## config.mk

```make
export PLATFORM = sky130hd
export DESIGN_NAME = gpu_cmd_queue
export DESIGN_NICKNAME = d
export VERILOG_FILES = /design/src/rtl/gpu_cmd_pkg.sv /design/src/rtl/gpu_sync_fifo.sv /design/src/rtl/gpu_cmd_queue.sv
export SDC_FILE = /design/constraint.sdc
export NUM_CORES = 1
export LEC_CHECK = 0
export ABC_AREA = 1
export BUFFER_PORTS_ARGS = -buffer_cell sky130_fd_sc_hd__buf_2
export CORE_UTILIZATION = 35
export CTS_BUF_LIST = sky130_fd_sc_hd__clkbuf_16
export DETAILED_ROUTE_END_ITERATION = 12
export PLACE_DENSITY_LB_ADDON = 0.05
export SKIP_CTS_REPAIR_TIMING = 1
export SLEW_MARGIN = 25
export SYNTH_ARGS = -nofsm -noshare
export SYNTH_HDL_FRONTEND = slang
export SYNTH_SLANG_ARGS = --single-unit
```

## constraint.sdc

```tcl
create_clock -name clock -period 3.65 [get_ports clock]
set_input_delay 0.365 -clock clock [delete_from_list [all_inputs] [get_ports clock]]
set_output_delay 0.365 -clock clock [all_outputs]
set_load 0.01 [all_outputs]
```

## src/rtl/gpu_cmd_pkg.sv

```systemverilog
// Shared types for the GPU command queue: opcode enum, command word layout,
// queue FSM states and small opcode-class helpers.
package gpu_cmd_pkg;

  localparam int OP_W  = 3;
  localparam int SPR_W = 8;
  localparam int Y_W   = 10;
  localparam int X_W   = 11;

  typedef enum logic [OP_W-1:0] {
    OP_NOP         = 3'd0,
    OP_DRAW_SPRITE = 3'd1,
    OP_FILL_TILE   = 3'd2,
    OP_CLEAR       = 3'd3,
    OP_SET_PALETTE = 3'd4,
    OP_RSVD5       = 3'd5,
    OP_RSVD6       = 3'd6,
    OP_END_FRAME   = 3'd7
  } gpu_op_e;

  typedef struct packed {
    gpu_op_e            op;
    logic [SPR_W-1:0]   sprite;
    logic [Y_W-1:0]     y;
    logic [X_W-1:0]     x;
  } gpu_cmd_t;

  typedef enum logic {
    ST_RUN,
    ST_WAIT_VSYNC
  } q_state_e;

  // Opcodes that reach the renderer.
  function automatic logic op_is_forwarded(gpu_op_e op);
    return (op == OP_DRAW_SPRITE) || (op == OP_FILL_TILE) ||
           (op == OP_CLEAR) || (op == OP_SET_PALETTE);
  endfunction

  // Opcodes that are dropped and flagged as an error.
  function automatic logic op_is_reserved(gpu_op_e op);
    return (op == OP_RSVD5) || (op == OP_RSVD6);
  endfunction

endpackage

```

## src/rtl/gpu_sync_fifo.sv

```systemverilog
// Single-clock FIFO with combinational head read, full/empty flags and a
// fill level. Pointers wrap modulo DEPTH (DEPTH must be a power of 2).
module gpu_sync_fifo #(
  parameter  int DEPTH = 16,
  parameter  int WIDTH = 32,
  localparam int AW    = $clog2(DEPTH),
  localparam int LW    = $clog2(DEPTH) + 1
) (
  input  logic             clock,
  input  logic             reset,
  input  logic             push,
  input  logic [WIDTH-1:0] wdata,
  input  logic             pop,
  output logic [WIDTH-1:0] rdata,
  output logic             full,
  output logic             empty,
  output logic [LW-1:0]    level
);

  logic [WIDTH-1:0] mem [DEPTH];
  logic [AW-1:0]    wr_ptr;
  logic [AW-1:0]    rd_ptr;

  assign rdata = mem[rd_ptr];
  assign full  = (level == LW'(DEPTH));
  assign empty = (level == '0);

  // Storage write; contents are not cleared by reset, only the pointers are.
  always_ff @(posedge clock) begin
    if (push) mem[wr_ptr] <= wdata;
  end

  // Pointer and level bookkeeping; simultaneous push/pop leaves level unchanged.
  always_ff @(posedge clock) begin
    if (reset) begin
      wr_ptr <= '0;
      rd_ptr <= '0;
      level  <= '0;
    end else begin
      if (push) wr_ptr <= wr_ptr + AW'(1);
      if (pop)  rd_ptr <= rd_ptr + AW'(1);
      case ({push, pop})
        2'b10:   level <= level + LW'(1);
        2'b01:   level <= level - LW'(1);
        default: level <= level;
      endcase
    end
  end

endmodule

```

## src/rtl/gpu_cmd_queue.sv

```systemverilog
// GPU command queue: buffers 32-bit command words, decodes them, and feeds
// the renderer one command per clock, pausing after END_FRAME until vsync.
// Optional statistics counters are enabled with the GPU_CMD_STATS_EN macro.
module gpu_cmd_queue
  import gpu_cmd_pkg::*;
#(
  parameter  int DEPTH   = 16,
  localparam int LEVEL_W = $clog2(DEPTH) + 1
) (
  input  logic               clock,
  input  logic               reset,
  input  logic               wr_valid,
  output logic               wr_ready,
  input  logic [31:0]        wr_data,
  input  logic               vsync_pulse,
  output logic               cmd_valid,
  input  logic               cmd_ready,
  output logic [OP_W-1:0]    cmd_op,
  output logic [SPR_W-1:0]   cmd_sprite,
  output logic [Y_W-1:0]     cmd_y,
  output logic [X_W-1:0]     cmd_x,
  output logic [LEVEL_W-1:0] fifo_level,
  output logic               err_sticky,
  input  logic               err_clr
`ifdef GPU_CMD_STATS_EN
  ,
  output logic [15:0]        frame_cnt,
  output logic [31:0]        cmd_cnt
`endif
);

  logic        fifo_full;
  logic        fifo_empty;
  logic        push;
  logic        pop;
  logic [31:0] fifo_rdata;
  gpu_cmd_t    head;
  gpu_cmd_t    cmd_q;
  q_state_e    state;
  q_state_e    state_next;
  logic        load_en;
  logic        fwd;
  logic        set_err;
  logic        frame_done;

  // No bypass: a pop in the same cycle never frees a slot for a push.
  assign wr_ready = !reset && !fifo_full;
  assign push     = wr_valid && wr_ready;
  assign head     = gpu_cmd_t'(fifo_rdata);
  assign load_en  = !cmd_valid || cmd_ready;

  gpu_sync_fifo #(
    .DEPTH (DEPTH),
    .WIDTH (32)
  ) u_fifo (
    .clock (clock),
    .reset (reset),
    .push  (push),
    .wdata (wr_data),
    .pop   (pop),
    .rdata (fifo_rdata),
    .full  (fifo_full),
    .empty (fifo_empty),
    .level (fifo_level)
  );

  // Head decode and next state: forwarded ops wait for the output register,
  // everything else is consumed immediately while running.
  always_comb begin
    state_next = state;
    pop        = 1'b0;
    fwd        = 1'b0;
    set_err    = 1'b0;
    frame_done = 1'b0;
    case (state)
      ST_RUN: begin
        if (!fifo_empty) begin
          if (op_is_forwarded(head.op)) begin
            fwd = load_en;
            pop = load_en;
          end else begin
            pop     = 1'b1;
            set_err = op_is_reserved(head.op);
            if (head.op == OP_END_FRAME) state_next = ST_WAIT_VSYNC;
          end
        end
      end
      ST_WAIT_VSYNC: begin
        if (vsync_pulse) begin
          state_next = ST_RUN;
          frame_done = 1'b1;
        end
      end
      default: state_next = ST_RUN;
    endcase
  end

  // FSM state register.
  always_ff @(posedge clock) begin
    if (reset) state <= ST_RUN;
    else       state <= state_next;
  end

  // Output register: holds while stalled, drops valid after a handshake
  // unless a new command is loaded in the same cycle.
  always_ff @(posedge clock) begin
    if (reset) begin
      cmd_valid <= 1'b0;
      cmd_q     <= '0;
    end else if (load_en) begin
      cmd_valid <= fwd;
      if (fwd) cmd_q <= head;
    end
  end

  assign cmd_op     = cmd_q.op;
  assign cmd_sprite = cmd_q.sprite;
  assign cmd_y      = cmd_q.y;
  assign cmd_x      = cmd_q.x;

  // Sticky reserved-opcode flag; clear wins over a simultaneous set.
  always_ff @(posedge clock) begin
    if (reset)        err_sticky <= 1'b0;
    else if (err_clr) err_sticky <= 1'b0;
    else if (set_err) err_sticky <= 1'b1;
  end

`ifdef GPU_CMD_STATS_EN
  // Frame and delivered-command counters, free-running with natural wrap.
  always_ff @(posedge clock) begin
    if (reset) begin
      frame_cnt <= '0;
      cmd_cnt   <= '0;
    end else begin
      if (frame_done)             frame_cnt <= frame_cnt + 16'd1;
      if (cmd_valid && cmd_ready) cmd_cnt   <= cmd_cnt + 32'd1;
    end
  end
`endif

endmodule
```

==> reports/metrics.csv, run 1 <==
stage,metric,value,unit
placed_design,hpwl dp,32500,µm
timing,max_slew headroom,0.366,
finish,Non-Filler Instances,2606,
floorplanning,Core ar.,61600,µm²
setup_path,Most common cell on crit path,nand2_1,
grt,largest net degree at the start of global routing,91,
routing,final wirelength,63600,µm
power,Max IR drop VDD,509,µV
yosys,most frequently used flop master after synthesis,edfxtp_1,
finish,Area Growth Syn to Fin,15.2,%
timing,RSZ-0062 raised after global routing,no,
floorplanning,die area,63300,µm²
yosys,"FF+latch count, synth",564,
finish,nets@finish,1765,
floorplanning,Die Wd,252,µm
outcome,run status,completed,
setup_path,Critical Path RT,4.19,ns
routing,wire per inst,24.4,µm
timing,worst-margin pin slew,0.952,ns
routing,Initial DRC Count,1058,
power,Power Total,0.0177,W
clock_tree,root buf cell,clkbuf_16,
clock_tree,clock sink count,564,
finish,"most common cell after layout, fill and taps aside",edfxtp_1,
clock_tree,Max clock buf depth,3,
floorplanning,die span in y,252,µm
routing,DRT Pass-1 Iters,7,
timing,"Slew Viols, Final",0,
setup_path,critical path type,flip-flop to flip-flop,
yosys,Synth Instances,1653,
floorplanning,Boundary Pins,78,
floorplanning,initial core utilization,0.354,
setup_path,Worst EP arrival,3.68,ns
clock_tree,CTS tree,built,
yosys,number of synthesized flops with an enable pin,512,
yosys,part of the Yosys area used for sequential elements,0.752,
setup_path,critical-path maximum fanout,53,
grt,vias in the first global route,13498,
yosys,Post-Syn Area,21800,µm²
routing,routed vias,13695,
setup_path,"slowest stage delay, CP",0.43,ns
timing,"Min Clock Period, post-route",3.14,ns
grt,initial antenna violation count,4,
clock_tree,CTS Buf Count,61,
clock_tree,clk_lat worst skew,0.62,ns
finish,n_diodes,0,
timing,Max Freq,319,MHz
power,LEAKAGE,8.41,nW
routing,Routed Antenna Nets,0,
placed_design,RePlAce Congestion,0.783,
yosys,Mean Syn Cell Area,13.2,µm²
yosys,Synth cell types,33,
yosys,async set-reset flop share out of synthesis,0,
placed_design,Port Buffers,77,
grt,gr usage total,0.202,
placed_design,Placed Instances,2492,
timing,final worst slack,0.514,ns
grt,first-pass GRT wire length,93500,µm
timing,clock skew,0.0154,ns
yosys,syn_nets,1699,
power,PwrDens,705,nW/µm²
routing,Via density,5.26,
finish,Filler Cell Count,5845,
setup_path,CP Cell Sequence,inv_6 > nand2_1 > nand3_1 > nand3_1 > nand3_1 > nand2_1 > inv_1 > o21ai_2 > and2_4 > a21oi_4 > ha_1 > xor2_1 > ha_1 > inv_1 > nand2_1 > nand2_1 > nand2_1 > nand2_1 > nand2_1 > nand2_1 > a21oi_1,
yosys,YS warnings,0,
timing,"Period Utilization, post-route",0.859,
setup_path,Worst setup SP type,flip-flop,
floorplanning,Rows,91,
timing,Final Hold Vio Count,0,
setup_path,CP endpoint kind,flip-flop,
finish,most frequent cells in the layout,"edfxtp_1 (512), nor2_1 (224), o21ai_0 (222), nand2_1 (145), o221ai_1 (86)",
setup_path,"Slowest-stage cell, CP",dfxtp_4,
placed_design,Place WS,0.557,ns
min_path,HP Class,input port to flip-flop,
clock_tree,H-tree depth,2,
finish,layout cell share with drive strength beyond 1,0.127,
flow_run,Max-cap violations,0,
clock_tree,Worst-path clk slew,0.06,ns
setup_path,crit-path leading delay family,simple AND/OR/NAND/NOR gates,
finish,fin util,0.408,
timing,final setup vio count,0,
setup_path,Critical path buffers and inverters,3,
grt,total grt overflow,0,
routing,DRC,0,
timing,setup TNS,0,ns
[layer usage]
layer | track usage | wire [µm] | up-vias
met2 | 0.320 | 29200 | 299
met1 | 0.293 | 30500 | 6970
met3 | 0.0288 | 2630 | 83
li1 | - | - | 6339
met5 | 0 | 28 | -
met4 | 0.0472 | 1250 | 4
[registers in the layout, summed over array words and instances, names as in the netlist, named ones only]
signal         count
u_fifo.rd_ptr      4
cmd_y             10
u_fifo.level       5
cmd_valid          1
cmd_sprite         8
cmd_x             11
u_fifo.wr_ptr      4
state              1
cmd_op             3
err_sticky         1
u_fifo.mem       512
[final cells by class]
type	instances	area (µm²)	area share
clock inverter	50	289	0.0115
inverter	46	180	0.00717
clock buffer	63	1580	0.0627
sequential	564	16400	0.653
tap	837	1050	0.0417
multi-input combinational	929	4900	0.195
timing repair buffer	117	726	0.0289
[cell usage after synthesis, types with 2 or more instances]
library cell	n	share of area
edfxtp_1	512	0.70
nor2_1	240	0.041
o21ai_0	222	0.051
nand2_1	145	0.025
o221ai_1	86	0.035
clkbuf_1	85	0.015
nand3_1	81	0.019
dfxtp_1	52	0.048
inv_1	41	0.0071
a31oi_1	32	0.0092
a21oi_1	29	0.0067
o21ai_1	23	0.0053
buf_2	16	0.0037
a32o_1	15	0.0069
o22ai_1	15	0.0043
o211ai_1	12	0.0041
buf_1	11	0.0019
ha_1	8	0.0046
xor2_1	5	0.0020
inv_2	4	0.00069
nor3_1	3	0.00069
buf_4	2	0.00069
nand4_1	2	0.00057
nor3b_1	2	0.00069
nor4_1	2	0.00057
[tightest hold or removal path, stage by stage]
cell and delay (ns):
buf_2 0.08, o32a_1 0.12, nor2_1 0.04
[path summary, 6_finish.rpt]
kind / startpoint / end / slack (ns) / depth (start not counted)
max: flip-flop / u_fifo.level[4]$_SDFFE_PP0P_ / 0.51 / 21
min: vsync_pulse / state$_SDFF_PP0_ / 0.03 / 3
max reg2reg: flip-flop / u_fifo.level[4]$_SDFFE_PP0P_ / 0.51 / 21
min reg2reg: u_fifo.rd_ptr[2]$_SDFFE_PP0P_ / u_fifo.rd_ptr[2]$_SDFFE_PP0P_ / 0.48 / 1
[where the power goes]
group	total [W]	internal, W	switching, W
clock network	0.00580	0.00330	0.00250
registers	0.00753	0.00730	0.000229
logic	0.00442	0.00134	0.00308
total	0.0177	0.0119	0.00581
[cells by family (layout without fill, tap and decap cells)]
family | count (synthesis) | in the layout | synth area share
flip-flops | 564 | 564 | 0.752
AND/OR/NAND/NOR | 477 | 477 | 0.0881
AO/OA/AOI/OAI | 438 | 438 | 0.124
buffers and inverters | 160 | 276 | 0.0288
adder cells (fa/ha/maj) | 8 | 8 | 0.00459
XOR/XNOR | 6 | 6 | 0.00241
[metrics by stage]
stage	area, µm²	hold WS [ns]
after floorplan	21800	0.442
after global routing	25100	0.0169
after detailed placement	23300	0.472
final	25100	0.0252
after CTS	25100	-0.127
after global placement	23300	0.455
Power figures use the tool's default switching activity.
==> inputs of run 2 (changes only) <==
--- a/config.mk
+++ b/config.mk
@@ -6,7 +6,8 @@
 export NUM_CORES = 1
 export LEC_CHECK = 0
 export ABC_AREA = 1
-export BUFFER_PORTS_ARGS = -buffer_cell sky130_fd_sc_hd__buf_2
+export BUFFER_PORTS_ARGS = -buffer_cell sky130_fd_sc_hd__buf_4
+export CORE_MARGIN = 2
 export CORE_UTILIZATION = 35
 export CTS_BUF_LIST = sky130_fd_sc_hd__clkbuf_16
 export DETAILED_ROUTE_END_ITERATION = 12
==> run 2 against run 1 <==
  * Cell count increased by 0.19%
  * Clock skew rose by 0.0016 ns
  * First-iteration DRC count fell by 14%
  * Register-to-register slack lost 0.12 ns
  * Critical endpoint unchanged
  * Highest routed layer is now met4
==> reports/metrics.csv, run 2 (synthesis gave the netlist of run 1 again) <==
stage,metric,value,unit,change
outcome,run status,completed,,
timing,"Period Utilization, post-route",0.891,,+0.0318
timing,clock skew,0.0169,ns,+0.00157 ns
timing,Final Hold Vio Count,0,,unchanged
placed_design,RePlAce Congestion,0.757,,-3.3%
routing,Initial DRC Count,913,,-14%
floorplanning,Rows,91,,unchanged
routing,DRC,0,,unchanged
clock_tree,Worst-path clk slew,0.06,ns,about the same
routing,wire per inst,24.8,µm,+1.5%
grt,total grt overflow,0,,unchanged
floorplanning,Core ar.,61700,µm²,+0.18%
power,PwrDens,711,nW/µm²,+0.79%
finish,Largest Register,u_fifo.mem,,
setup_path,critical-path maximum fanout,51,,-3.8%
clock_tree,CTS tree,built,,
setup_path,R2R Setup Slk,0.40,ns,-0.12 ns
clock_tree,root buf cell,clkbuf_16,,
setup_path,CP endpoint kind,flip-flop,,
floorplanning,die span in y,254,µm,+0.79%
min_path,min-delay src,vsync_pulse,,
timing,RSZ-0062 raised after global routing,no,,
placed_design,Port Buffers,77,,unchanged
clock_tree,Max clock buf depth,3,,unchanged
clock_tree,CTS Buf Count,66,,+8.2%
grt,gr usage total,0.203,,+0.00103
setup_path,R2R Path End,u_fifo.level[4]$_SDFFE_PP0P_,,
floorplanning,initial core utilization,0.354,,-0.000654
timing,setup TNS,0,ns,unchanged
min_path,HP Class,input port to flip-flop,,
routing,WL met3,2890,µm,+9.8%
setup_path,Worst EP arrival,3.76,ns,+0.08 ns
finish,Area Growth Syn to Fin,16.5,%,
placed_design,hpwl dp,30900,µm,-5.0%
min_path,Hold Path Depth,3,,unchanged
finish,layout cell share with drive strength beyond 1,0.129,,+0.00190
grt,initial antenna violation count,0,,-4
grt,first-pass GRT wire length,94200,µm,+0.69%
grt,largest net degree at the start of global routing,81,,-11%
finish,"most common cell after layout, fill and taps aside",edfxtp_1,,
flow_run,Max-cap violations,0,,unchanged
floorplanning,Boundary Pins,78,,unchanged
floorplanning,Die Wd,254,µm,+0.79%
timing,worst-margin pin slew,0.899,ns,-0.0525 ns
routing,top layer reached by signal wires,met4,,
routing,DRT Pass-1 Iters,5,,-2
clock_tree,clock sink count,564,,unchanged
timing,final setup vio count,0,,unchanged
finish,Largest register FFs,512,,unchanged
routing,met2 WL post-DR,30200,µm,+3.5%
clock_tree,H-tree depth,3,,+1
routing,routed metal-1 wirelength,30400,µm,-0.20%
finish,cell area after layout,25400,µm²,+1.1%
timing,max_slew headroom,0.401,,+0.0350
power,LEAKAGE,8.49,nW,+0.92%
timing,"Slew Viols, Final",0,,unchanged
setup_path,Worst setup SP type,flip-flop,,
routing,Via density,5.27,,+0.23%
min_path,Worst Hold End,state$_SDFF_PP0_,,
timing,hold slack,0.0738,ns,+0.0486 ns
finish,nets@finish,1771,,+0.34%
power,Max IR drop VDD,500,µV,-1.8%
clock_tree,clk_lat worst skew,0.59,ns,-0.03 ns
floorplanning,die area,64400,µm²,+1.6%
timing,Max Freq,307,MHz,-3.6%
setup_path,critical path type,flip-flop to flip-flop,,
routing,Routed Antenna Nets,0,,unchanged
finish,most frequent cells in the layout,"edfxtp_1 (512), nor2_1 (224), o21ai_0 (222), nand2_1 (145), buf_4 (117)",,
grt,vias in the first global route,13371,,-0.94%
setup_path,Critical Path RT,4.16,ns,-0.03 ns
setup_path,path depth of the worst reg2reg path,22,,+4.8%
finish,n_diodes,0,,unchanged
placed_design,area of placed instances,23400,µm²,+0.70%
routing,final wirelength,64700,µm,+1.7%
timing,"Min Clock Period, post-route",3.25,ns,+0.116 ns
routing,routed vias,13753,,+0.42%
==> run 2: cell types whose count changed in the layout (fill, tap and decap cells not counted) <==
cell	delta
buf_12	-3
buf_2	-77
buf_4	+81
bufinv_16	-1
clkbuf_16	+6
clkinv_1	+5
clkinv_2	-3
inv_1	-4
inv_6	+1
==> run 2: area by class of cell <==
type	count	area (µm²)
inverters	46	180
clock inverters	48	256
multi-input cells	929	4900
well taps	837	1050
clock buffers	69	1730
repair buffers	118	888
fillers	5824	36300
flip-flops and latches	564	16400
==> run 2: how the worst max path moves through the flow <==
stage,startpoint,endpoint,slack [ns],cells after the start
6_report,flip-flop,u_fifo.level[4]$_SDFFE_PP0P_,0.40,22
4_1_cts,flip-flop,u_fifo.level[4]$_SDFFE_PP0P_,0.35,22
5_1_grt,flip-flop,u_fifo.level[4]$_SDFFE_PP0P_,0.02,22
2_1_floorplan,reset,u_fifo.mem[11][0]$_DFFE_PP_,0.64,8
3_3_place_gp,flip-flop,u_fifo.level[4]$_SDFFE_PP0P_,0.39,22
3_5_place_dp,flip-flop,u_fifo.level[4]$_SDFFE_PP0P_,0.36,22
==> run 2: worst max-delay path: stages (launching register included) <==
cell and delay [ns]:
dfxtp_4 0.64, inv_6 0.24, nand2_1 0.12, nand2_1 0.05, nand2_1 0.05, nand3_1 0.07
nand3_1 0.12, nand2_1 0.13, nor2_1 0.11, nand2_1 0.07, and2_4 0.18, a21oi_4 0.18
ha_1 0.31, xor2_1 0.21, ha_1 0.17, inv_1 0.03, nand2_1 0.09, nand2_1 0.07
nand2_1 0.07, nand2_1 0.04, nand2_1 0.05, nand2_1 0.04, a21oi_1 0.10
==> run 2: metal layers <==
metal,GRT usage,vias to the layer above
li1,-,6357
met1,0.286,7016
met2,0.326,303
met3,0.0328,77
met4,0.0548,0
met5,0,-
==> run 2: through the flow <==
stage / utilization / setup WS, ns / cells / power, W
final: 0.412 / 0.398 / 2611 / 0.0181
after global routing: 0.412 / 0.0193 / 2611 / 0.0190
after CTS: 0.412 / 0.352 / 2610 / 0.0183
after detailed placement: 0.380 / 0.363 / 2493 / 0.0122
after global placement: 0.380 / 0.386 / 2493 / 0.0122
after floorplan: - / 0.636 / 1653 / 0.0106
==> run 2: power by group <==
group	internal (W)	leakage [nW]	switching [W]
clock network	0.00354	1.03	0.00256
registers	0.00730	5.04	0.000281
logic	0.00138	2.41	0.00302
==> inputs of run 3 (changes only) <==
--- a/config.mk
+++ b/config.mk
@@ -8,8 +8,8 @@
 export ABC_AREA = 1
 export BUFFER_PORTS_ARGS = -buffer_cell sky130_fd_sc_hd__buf_4
 export CORE_MARGIN = 2
-export CORE_UTILIZATION = 35
-export CTS_BUF_LIST = sky130_fd_sc_hd__clkbuf_16
+export CORE_UTILIZATION = 45
+export CTS_BUF_LIST = sky130_fd_sc_hd__clkbuf_4 sky130_fd_sc_hd__clkbuf_8
 export DETAILED_ROUTE_END_ITERATION = 12
 export PLACE_DENSITY_LB_ADDON = 0.05
 export SKIP_CTS_REPAIR_TIMING = 1
==> run 3 against run 2 <==
  * The run now ends with hold timing left
  * Utilization is 12 points higher
  * Total power down 0.30%
  * Worst hold slack worse by 0.077 ns
  * Critical path type unchanged
  * Largest power group unchanged
==> reports/metrics.csv, run 3 (synthesis gave the netlist of run 1 again) <==
stage,metric,value,unit,change
power,Gate power share,0.245,,about the same
min_path,min-delay src,cmd_ready,,
timing,Final Hold Vio Count,1,,+1
finish,cell area after layout,25600,µm²,+0.77%
setup_path,Critical Path RT,4.25,ns,+0.09 ns
min_path,Hold Path Depth,4,,+1
clock_tree,H-tree depth,3,,unchanged
routing,final wirelength,59300,µm,-8.4%
setup_path,R2R Setup Slk,0.37,ns,-0.02 ns
floorplanning,Boundary Pins,78,,unchanged
setup_path,R2R Path End,u_fifo.level[4]$_SDFFE_PP0P_,,
timing,"Period Utilization, post-route",0.898,,+0.00673
setup_path,Worst EP arrival,3.88,ns,+0.12 ns
timing,clock skew,0.0165,ns,-0.000448 ns
grt,vias in the first global route,13517,,+1.1%
placed_design,RePlAce Congestion,0.810,,+7.0%
floorplanning,die span in y,224,µm,-12%
flow_run,Max-cap violations,0,,unchanged
power,NetSw,0.00577,W,-1.6%
setup_path,"Slowest-stage cell, CP",dfxtp_4,,
timing,max_slew headroom,0.368,,-0.0329
setup_path,path depth of the worst reg2reg path,21,,-4.5%
floorplanning,die area,50300,µm²,-22%
grt,first-pass GRT wire length,87500,µm,-7.1%
clock_tree,clock sink count,564,,unchanged
timing,worst-margin pin slew,0.948,ns,+0.0494 ns
finish,Largest register FFs,512,,unchanged
timing,final worst slack,0.373,ns,-0.0246 ns
timing,final setup vio count,0,,unchanged
routing,Via density,5.71,,+8.4%
clock_tree,Worst-path clk slew,0.06,ns,about the same
power,LEAKAGE,8.71,nW,+2.6%
power,PwrDens,703,nW/µm²,-1.1%
timing,"Min Clock Period, post-route",3.28,ns,+0.0246 ns
grt,largest net degree at the start of global routing,92,,+14%
grt,gr usage total,0.237,,+0.0336
timing,Max Freq,305,MHz,-0.75%
routing,Routed Antenna Nets,0,,unchanged
setup_path,CP Cell Sequence,buf_4 > nand2_1 > nand3_1 > nand3_1 > nand3_1 > nand2_1 > nor2_1 > nand2_1 > and2_4 > a21oi_4 > ha_1 > xor2_1 > ha_1 > inv_1 > nand2_1 > nand2_1 > nand2_1 > nand2_1 > nand2_1 > nand2_1 > a21oi_1,,
grt,total grt overflow,0,,unchanged
setup_path,Worst setup SP type,flip-flop,,
floorplanning,Die Wd,224,µm,-12%
min_path,HP Class,input port to flip-flop,,
finish,Area Growth Syn to Fin,17.4,%,
setup_path,Most common cell on crit path,nand2_1,,
outcome,failing checks,hold timing,,
power,internal power,0.0123,W,+0.30%
setup_path,CP endpoint kind,flip-flop,,
power,Power Total,0.0180,W,-0.30%
clock_tree,CTS tree,built,,
finish,layout cell share with drive strength beyond 1,0.168,,+0.0387
placed_design,Port Buffers,77,,unchanged
setup_path,critical path type,flip-flop to flip-flop,,
timing,RSZ-0062 raised after global routing,no,,
power,switch share,0.320,,-0.00410
routing,DRT Pass-1 Iters,5,,unchanged
setup_path,"slowest stage delay, CP",0.60,ns,-0.04 ns
finish,"most common cell after layout, fill and taps aside",edfxtp_1,,
clock_tree,Max clock buf depth,3,,unchanged
clock_tree,clk_lat worst skew,0.67,ns,+0.08 ns
routing,routed vias,14186,,+3.1%
finish,Largest Register,u_fifo.mem,,
finish,most frequent cells in the layout,"edfxtp_1 (512), nor2_1 (224), o21ai_0 (222), nand2_1 (145), clkbuf_8 (116)",,
routing,DRC,0,,unchanged
floorplanning,Core ar.,47800,µm²,-22%
grt,initial antenna violation count,3,,+3
floorplanning,Rows,80,,-12%
finish,nets@finish,1831,,+3.4%
power,Max IR drop VDD,580,µV,+16%
clock_tree,root buf cell,clkbuf_8,,
power,Clock Power Share,0.336,,about the same
timing,"Slew Viols, Final",0,,unchanged
timing,hold slack,-0.00365,ns,-0.0775 ns
setup_path,critical-path maximum fanout,33,,-35%
power,Flop pwr share,0.419,,about the same
min_path,Worst Hold End,cmd_valid$_SDFFE_PP0P_,,
finish,Filler Cell Count,4070,,-30%
clock_tree,CTS Buf Count,94,,+42%
outcome,run status,"finished, violations left",,
routing,wire per inst,23.9,µm,-3.7%
floorplanning,initial core utilization,0.456,,+0.102
placed_design,hpwl dp,28300,µm,-8.2%
placed_design,area of placed instances,23200,µm²,-1.1%
placed_design,Place WS,0.397,ns,+0.0331 ns
timing,setup TNS,0,ns,unchanged
routing,Initial DRC Count,1297,,+42%
## run 3: changes by cell type in the layout (fill, tap and decap cells not counted), sizes merged
| cell | change |
|---|---|
| buf | -1 |
| bufinv | +3 |
| clkbuf | +76 |
| clkinv | -3 |
| clkinvlp | +2 |
| diode | +3 |
| dlygate4sd3 | +33 |
| inv | -18 |
## run 3: metrics by stage
step                hold WS [ns]  utilization  cells
CTS                       -0.205        0.528   2447
global route             0.00102        0.535   2484
floorplan                  0.442            -   1653
detailed placement         0.479        0.484   2270
global placement           0.465        0.484   2270
finish                  -0.00365        0.535   2484
## run 3: worst max-delay path, delay by kind of cell, from the launching register on
family                     cells  cell delay, ns
xor gates and xnor gates       1            0.20
and+or+nand+nor               14            1.26
adders and majority gates      2            0.46
AOI/OAI and AO/OA              2            0.29
DFF                            1            0.60
buffers and inverters          2            0.40
## run 3: final cells by class
cell class | instances | area, µm² | share of cell area
clock inverters | 32 | 288 | 0.0112
inverters | 46 | 180 | 0.00703
well taps | 615 | 769 | 0.0300
repair buffers | 150 | 1240 | 0.0483
multi-input cells | 929 | 4900 | 0.191
diodes | 3 | 7.51 | 0.000293
flip-flops and latches | 564 | 16400 | 0.641
clock buffers | 145 | 1810 | 0.0708
## run 3: per-layer routing
layer	GRT usage	part of all wire
met5	0	0
met4	0.0731	0.023
met3	0.0433	0.059
met2	0.374	0.47
met1	0.335	0.45
## run 3: worst max-delay path by stage
stage	from	endpoint	slack, ns	cells past startpoint
after global placement	flip-flop	u_fifo.level[4]$_SDFFE_PP0P_	0.45	21
after detailed placement	flip-flop	u_fifo.level[4]$_SDFFE_PP0P_	0.40	21
after floorplan	reset	u_fifo.mem[11][0]$_DFFE_PP_	0.64	8
after CTS	flip-flop	u_fifo.level[4]$_SDFFE_PP0P_	0.38	21
after global routing	flip-flop	u_fifo.level[4]$_SDFFE_PP0P_	0.12	20
final	flip-flop	u_fifo.level[4]$_SDFFE_PP0P_	0.37	21
## run 3: power by group through the flow
stage	sequential (W)	clock (W)	combinational (W)
detailed placement	0.00767	0	0.00439
CTS	0.00754	0.00619	0.00440
floorplan	0.00760	0	0.00297
global route	0.00757	0.00645	0.00491
finish	0.00755	0.00606	0.00441
global placement	0.00767	0	0.00431
